--- config.mk ---
export PLATFORM = sky130hd
export DESIGN_NAME = display_scan_counter
export DESIGN_NICKNAME = d
export VERILOG_FILES = /design/src/rtl/display_scan_counter.sv
export SDC_FILE = /design/constraint.sdc
export NUM_CORES = 1
export LEC_CHECK = 0
export CAP_MARGIN = 20
export CORE_UTILIZATION = 56
export DETAILED_ROUTE_END_ITERATION = 6
export HOLD_SLACK_MARGIN = 0.15
export PLACE_DENSITY_LB_ADDON = 0.08
export RECOVER_POWER = 25
export SLEW_MARGIN = 0
export SYNTH_ARGS = -nofsm -noshare
export SYNTH_HDL_FRONTEND = slang
export SYNTH_SLANG_ARGS = --single-unit
--- constraint.sdc ---
create_clock -name clock -period 3.1 [get_ports clock]
set_input_delay 0.62 -clock clock [delete_from_list [all_inputs] [get_ports clock]]
set_output_delay 0.62 -clock clock [all_outputs]
set_load 0.05 [all_outputs]
--- src/rtl/display_scan_counter.sv ---
// rtl/display_scan_counter.sv - prescaled digit-scan controller for a multiplexed seven-segment display
module display_scan_counter #(
  parameter int NUM_DIGITS = 4,
  parameter int PRESCALE   = 100000,
  localparam int IDX_W = ($clog2(NUM_DIGITS) > 1) ? $clog2(NUM_DIGITS) : 1,
  localparam int PS_W  = ($clog2(PRESCALE) > 1) ? $clog2(PRESCALE) : 1
) (
  input  logic                  clock,
  input  logic                  reset,
  input  logic                  enable,
  input  logic [NUM_DIGITS-1:0] digitMask,
  output logic [IDX_W-1:0]      digitIndex,
  output logic [NUM_DIGITS-1:0] anode,
  output logic                  digitTick,
  output logic                  frameTick
);

  localparam logic [PS_W-1:0]  PS_LAST  = PS_W'(PRESCALE - 1);
  localparam logic [IDX_W-1:0] IDX_LAST = IDX_W'(NUM_DIGITS - 1);

  logic [PS_W-1:0] psCount;
  logic            slotEnd;
  logic            lastDigit;

  assign slotEnd   = enable && (psCount == PS_LAST);
  assign lastDigit = (digitIndex == IDX_LAST);

  always_ff @(posedge clock) begin
    if (reset) begin
      psCount    <= '0;
      digitIndex <= '0;
      digitTick  <= 1'b0;
      frameTick  <= 1'b0;
    end else begin
      digitTick <= slotEnd;
      frameTick <= slotEnd && lastDigit;
      if (slotEnd) begin
        psCount    <= '0;
        digitIndex <= lastDigit ? '0 : digitIndex + IDX_W'(1);
      end else if (enable) begin
        psCount <= psCount + PS_W'(1);
      end
    end
  end

  // Blanking is combinational so mask and enable changes show in the same cycle.
  always_comb begin
    anode = '1;
    for (int i = 0; i < NUM_DIGITS; i++) begin
      if (digitIndex == IDX_W'(i) && digitMask[i] && enable && !reset)
        anode[i] = 1'b0;
    end
  end

endmodule
# Word level (Yosys, flattened, before mapping)
# Index checks and enable logic that the tools add are counted.
# totals
regBits	21
input_bits	7
output_inout_bits	8
# classes
reduce_logical	17
muxes	5
add_sub_neg	2
eq_ne	4
# op_table
cell	count
17-bit by 1-bit adder with 17-bit output, second input constant	1
17-bit equality test, second input constant	1
1-bit logical AND	14
2-bit equality test, second input constant	2
1-bit two-way mux	4
2-bit by 1-bit adder with 2-bit output, second input constant	1
2-bit by 1-bit equality test with 1-bit output, second input constant	1
2-bit zero test	1
2-bit two-way mux	1
2-bit OR reduction	1
1-bit zero test	1

# Depth between registers and ports, before layout
# depth
depth_word	5
ltp_mapped	6

# Worst setup path before layout
# No wires, ideal clock.
# synth_path
path_type	in2out
start	input port enable
end	output port anode[0]
setup_slack_ns	1.085
n_path_buf	1
arrival_ns	1.395
stages	3
path_cell_list	buf_4 -> nor2b_1 -> nand3_1
# synth_via
elab_chain_len	3
# synth_rtl
item	line	text
start, declared	10	input logic enable,
1-bit logical AND (2 in a row)	50	if (digitIndex == IDX_W'(i) && digitMask[i] && enable && !reset)
1-bit two-way mux	50	
end, declared	13	output logic [NUM_DIGITS-1:0] anode,
# Every way passes these cells.

# Final worst setup path
# layout_path
start	input port enable
end	register psCount[8]
# layout_via
elab_chain_len	2
# layout_rtl
item	line	text
1-bit logical AND	25	assign slotEnd = enable && (psCount == PS_LAST);
2-bit OR reduction (no source line)	--	
end signal, assigned	41	psCount <= psCount + PS_W'(1);
end, declared	21	logic [PS_W-1:0] psCount;
# Parallel ways exist; a longest one is shown, timed or not.
# A chain may end at the register's enable or synchronous reset.

==> impl_summary.log <==
[metrics] area fraction of the dominant cell type after synthesis: between 30 and 40%
[metrics] post-synthesis share of cell area spent on full adders, half adders and majority gates: between 5 and 6%
[metrics] total die area: approximately 2100 um2
[metrics] post-synthesis cell type with the largest combined area: sky130_fd_sc_hd__dfxtp_1
[metrics] arrival time worst endpoint: 2.77 ns
[metrics] number of pins exceeding their max-slew limit in the final report: 0
[metrics] final standard cell utilization of the core: a little over two thirds
[metrics] dominant combinational cell family by area after synthesis: simple AND/OR/NAND/NOR gates
[metrics] area grow syn2layout: 15.12%
[metrics] Startpoint Class: input pin
[metrics] Power per Cell Area: between 300 and 400 nW/um2
[metrics] filler cell count in the final layout: roughly 150
[metrics] half-perimeter wire length after detailed placement: ~1500 um
[metrics] leak pwr: 0.4051 nW
[metrics] min-delay src: psCount[15]
[metrics] highest fanout seen on the critical path: 16
[metrics] class of the tightest hold or removal check: register to register
[metrics] antenna violations before repair: 0
[metrics] setup repair after global routing missed its margin: no
[metrics] final-report setup violation count: 0
[metrics] CTS Buf Count: 3
[metrics] Warnings, synthesis: 0
[metrics] summed instance area of the synthesized netlist: between 1000 and 1500 um2
[metrics] launch instance of the worst register-to-register path: psCount[0]
[metrics] layout cells sized above 1: between 10 and 15%
[metrics] maximum level of the CTS H-tree: 1
[metrics] required time of the critical path: between 3 and 4 ns
[metrics] Fin Clk Skew: between 0.0015 and 0.002 ns
[metrics] peak clock frequency supported by timing: 386.1 MHz
[metrics] final hold violation count: 0
[metrics] leading register cell type out of synthesis: sky130_fd_sc_hd__dfxtp_1
[metrics] detailed-route via count: between 900 and 1000
[metrics] chip height: between 40 and 50 um
[metrics] number of enable flip-flop cells after synthesis: 0
[metrics] count of antenna-violating nets left after detailed routing: 0
[metrics] starting utilization of the core area: around three fifths
[metrics] slew margin rel.: 52.11%
[metrics] count of maximum capacitance violations: 0
[metrics] count of hold-fix buffers inserted at cts: 0
[metrics] Total Neg Setup Slack: 0 ns
[metrics] synthesized flop and latch total: 21
[metrics] Chip Width: approximately 46 um
[metrics] count of TritonRoute iterations in the first routing pass: 4
[metrics] Net count, final: roughly 150
[metrics] CTS tree: done
[metrics] Syn Inst Count: between 100 and 150
[metrics] post-synthesis simple-gate area fraction: between 30% and 40%
[metrics] proportion of register bits with asynchronous set or reset after synthesis: 0%
[metrics] DRC marker count from the first detailed-route iteration: 17
[metrics] area of the core: ~1800 um2
[metrics] combined area of the multi-input logic cells: a little over 600 um2
[metrics] cell types occupying the most area after synthesis: sky130_fd_sc_hd__dfxtp_1, sky130_fd_sc_hd__ha_1, sky130_fd_sc_hd__xor2_1, sky130_fd_sc_hd__nand4_1, sky130_fd_sc_hd__nor2_1
[metrics] outcome: finished, final reports clean
[metrics] diode count: 0
[metrics] Crit Path Class: input pin to register
[metrics] total overflow reported by the global router: 0
[metrics] sequential fraction of the synthesis area: 39.39%
[metrics] Max IR drop VDD: ~0.00027 V
[metrics] site row count: 15
[metrics] count of clock tree sinks: 21
[metrics] period utilization: a little over four fifths
[metrics] Clock Tree Root: sky130_fd_sc_hd__clkbuf_4
[metrics] pin count of the biggest net entering global routing: 17
[metrics] overall track demand over capacity in global routing: 22.62%
[metrics] final routed DRC violation total: 0
[metrics] clock-pin transition on the worst setup and hold timing paths: approximately 0.11 ns
[metrics] Top Ports: 15
[metrics] Setup Buffers After CTS: 0
[metrics] dominant cell by count in the synthesized netlist: sky130_fd_sc_hd__dfxtp_1
[metrics] number of buffers on the longest clock path: 2
[metrics] transition time at the pin with the least slew margin: around 0.72 ns
[metrics] Clock Latency Late Sink: ~0.31 ns
[metrics] parity-gate share of the synthesized area counting xor and xnor cells: a little over a tenth
[metrics] global-route wire length before repair: roughly 3400 um
[metrics] area taken by flip-flops and latches: 420.4 um2
[metrics] per-cell routed wire length: around 13 um
[metrics] cell depth of the worst min-delay path: 2
[metrics] Synth Area in Compound Gates: 5.862%
[metrics] buffers added on ports: 14
[metrics] sort of element at the end of the critical path: register
[metrics] synthesized area divided by synthesized cell count: ~9.0 um2
[metrics] Netlist cell types: 35
[metrics] R2R depth: 6
[metrics] post-synth net total: 130
[metrics] final routed wirelength across all metal layers: approximately 2100 um
[metrics] leading post-synthesis cells by instance count: sky130_fd_sc_hd__dfxtp_1, sky130_fd_sc_hd__nor2_1, sky130_fd_sc_hd__nand4_1
[metrics] vias in the first global route: around 820
[metrics] via-per-instance ratio: between 5 and 6
[metrics] routability cong.: between 0.7 and 0.8
[metrics] share of synthesized area spent on multiplexers: less than 1%
[metrics] post-layout min period: 2.590 ns
[metrics] number of cells upsized or downsized after cts: 0
[metrics] launch point of the critical path: enable
sequential cells by signal (all words and copies together), names as in the netlist:
register    count
digitIndex      2
psCount        17
digitTick       1
frameTick       1
worst max-delay path, stage by stage:
cell	delay, ns
sky130_fd_sc_hd__dlygate4sd3_1	0.69
sky130_fd_sc_hd__and4_1	0.36
sky130_fd_sc_hd__nand4_1	0.23
sky130_fd_sc_hd__o21bai_2	0.17
sky130_fd_sc_hd__clkbuf_1	0.56
sky130_fd_sc_hd__nor2_1	0.12
report_power, final:
| group | switching [W] | internal, W | total (W) |
|---|---|---|---|
| sequential | 0.00000311 | 0.000273 | 0.000276 |
| combinational | 0.0000122 | 0.0000123 | 0.0000245 |
| clock | 0.0000850 | 0.0000483 | 0.000133 |
stage by stage:
stage	hold slack (ns)	total power, W	instance area (um2)	setup slack, ns	instances
3_5_place_dp	0.5027	0.0003072	1211	0.6240	154
2_1_floorplan	0.4744	0.0002957	1067	1.085	118
4_1_cts	0.5235	0.0004393	1239	0.6181	158
3_3_place_gp	0.4891	0.0003065	1211	0.6739	154
6_report	0.5297	0.0004334	1229	0.5098	158
5_1_grt	0.5522	0.0004525	1229	0.3889	158
final cells by class:
class / count / share of cell area [%]
multi-input cells: 90 / 49.19
flip-flops and latches: 21 / 34.22
repair buffers: 15 / 10.90
well taps: 25 / 2.546
clock buffers: 3 / 1.833
inverters: 3 / 0.9165
clock inverters: 1 / 0.4073
cell usage in the layout (no fill, tap or decap), types with 4 or more instances in the layout:
cell and count:
sky130_fd_sc_hd__nor2_1 15, sky130_fd_sc_hd__nand4_1 10, sky130_fd_sc_hd__buf_4 4, sky130_fd_sc_hd__xor2_1 7
sky130_fd_sc_hd__dfxtp_1 21, sky130_fd_sc_hd__xnor2_1 6, sky130_fd_sc_hd__a21oi_1 4, sky130_fd_sc_hd__ha_1 5
sky130_fd_sc_hd__nand2_1 8, sky130_fd_sc_hd__clkdlybuf4s50_1 7, sky130_fd_sc_hd__nand3_1 8
path summary, 6_finish.rpt:
path	endpoint	slack (ns)
min reg2reg	psCount[15]	0.53
max	psCount[8]	0.51
max reg2reg	psCount[8]	0.93
min	psCount[15]	0.53
cells by family (layout without fill, tap and decap cells):
group / after synthesis / in the layout
multiplexers: 1 / 1
AO/OA/AOI/OAI: 10 / 10
AND/OR/NAND/NOR: 61 / 61
XOR/XNOR: 13 / 13
flip-flops: 21 / 21
adder cells (fa/ha/maj): 5 / 5
buffers and inverters: 7 / 22
routing by layer:
layer  GRT usage (%)  routed length, um  vias up
li1                -                  -      453
met5               0                  0        -
met2           40.00               1024       31
met3           3.175                109        5
met4           10.91                 40        0
met1           26.42                903      425
Power figures use the tool's default switching activity.
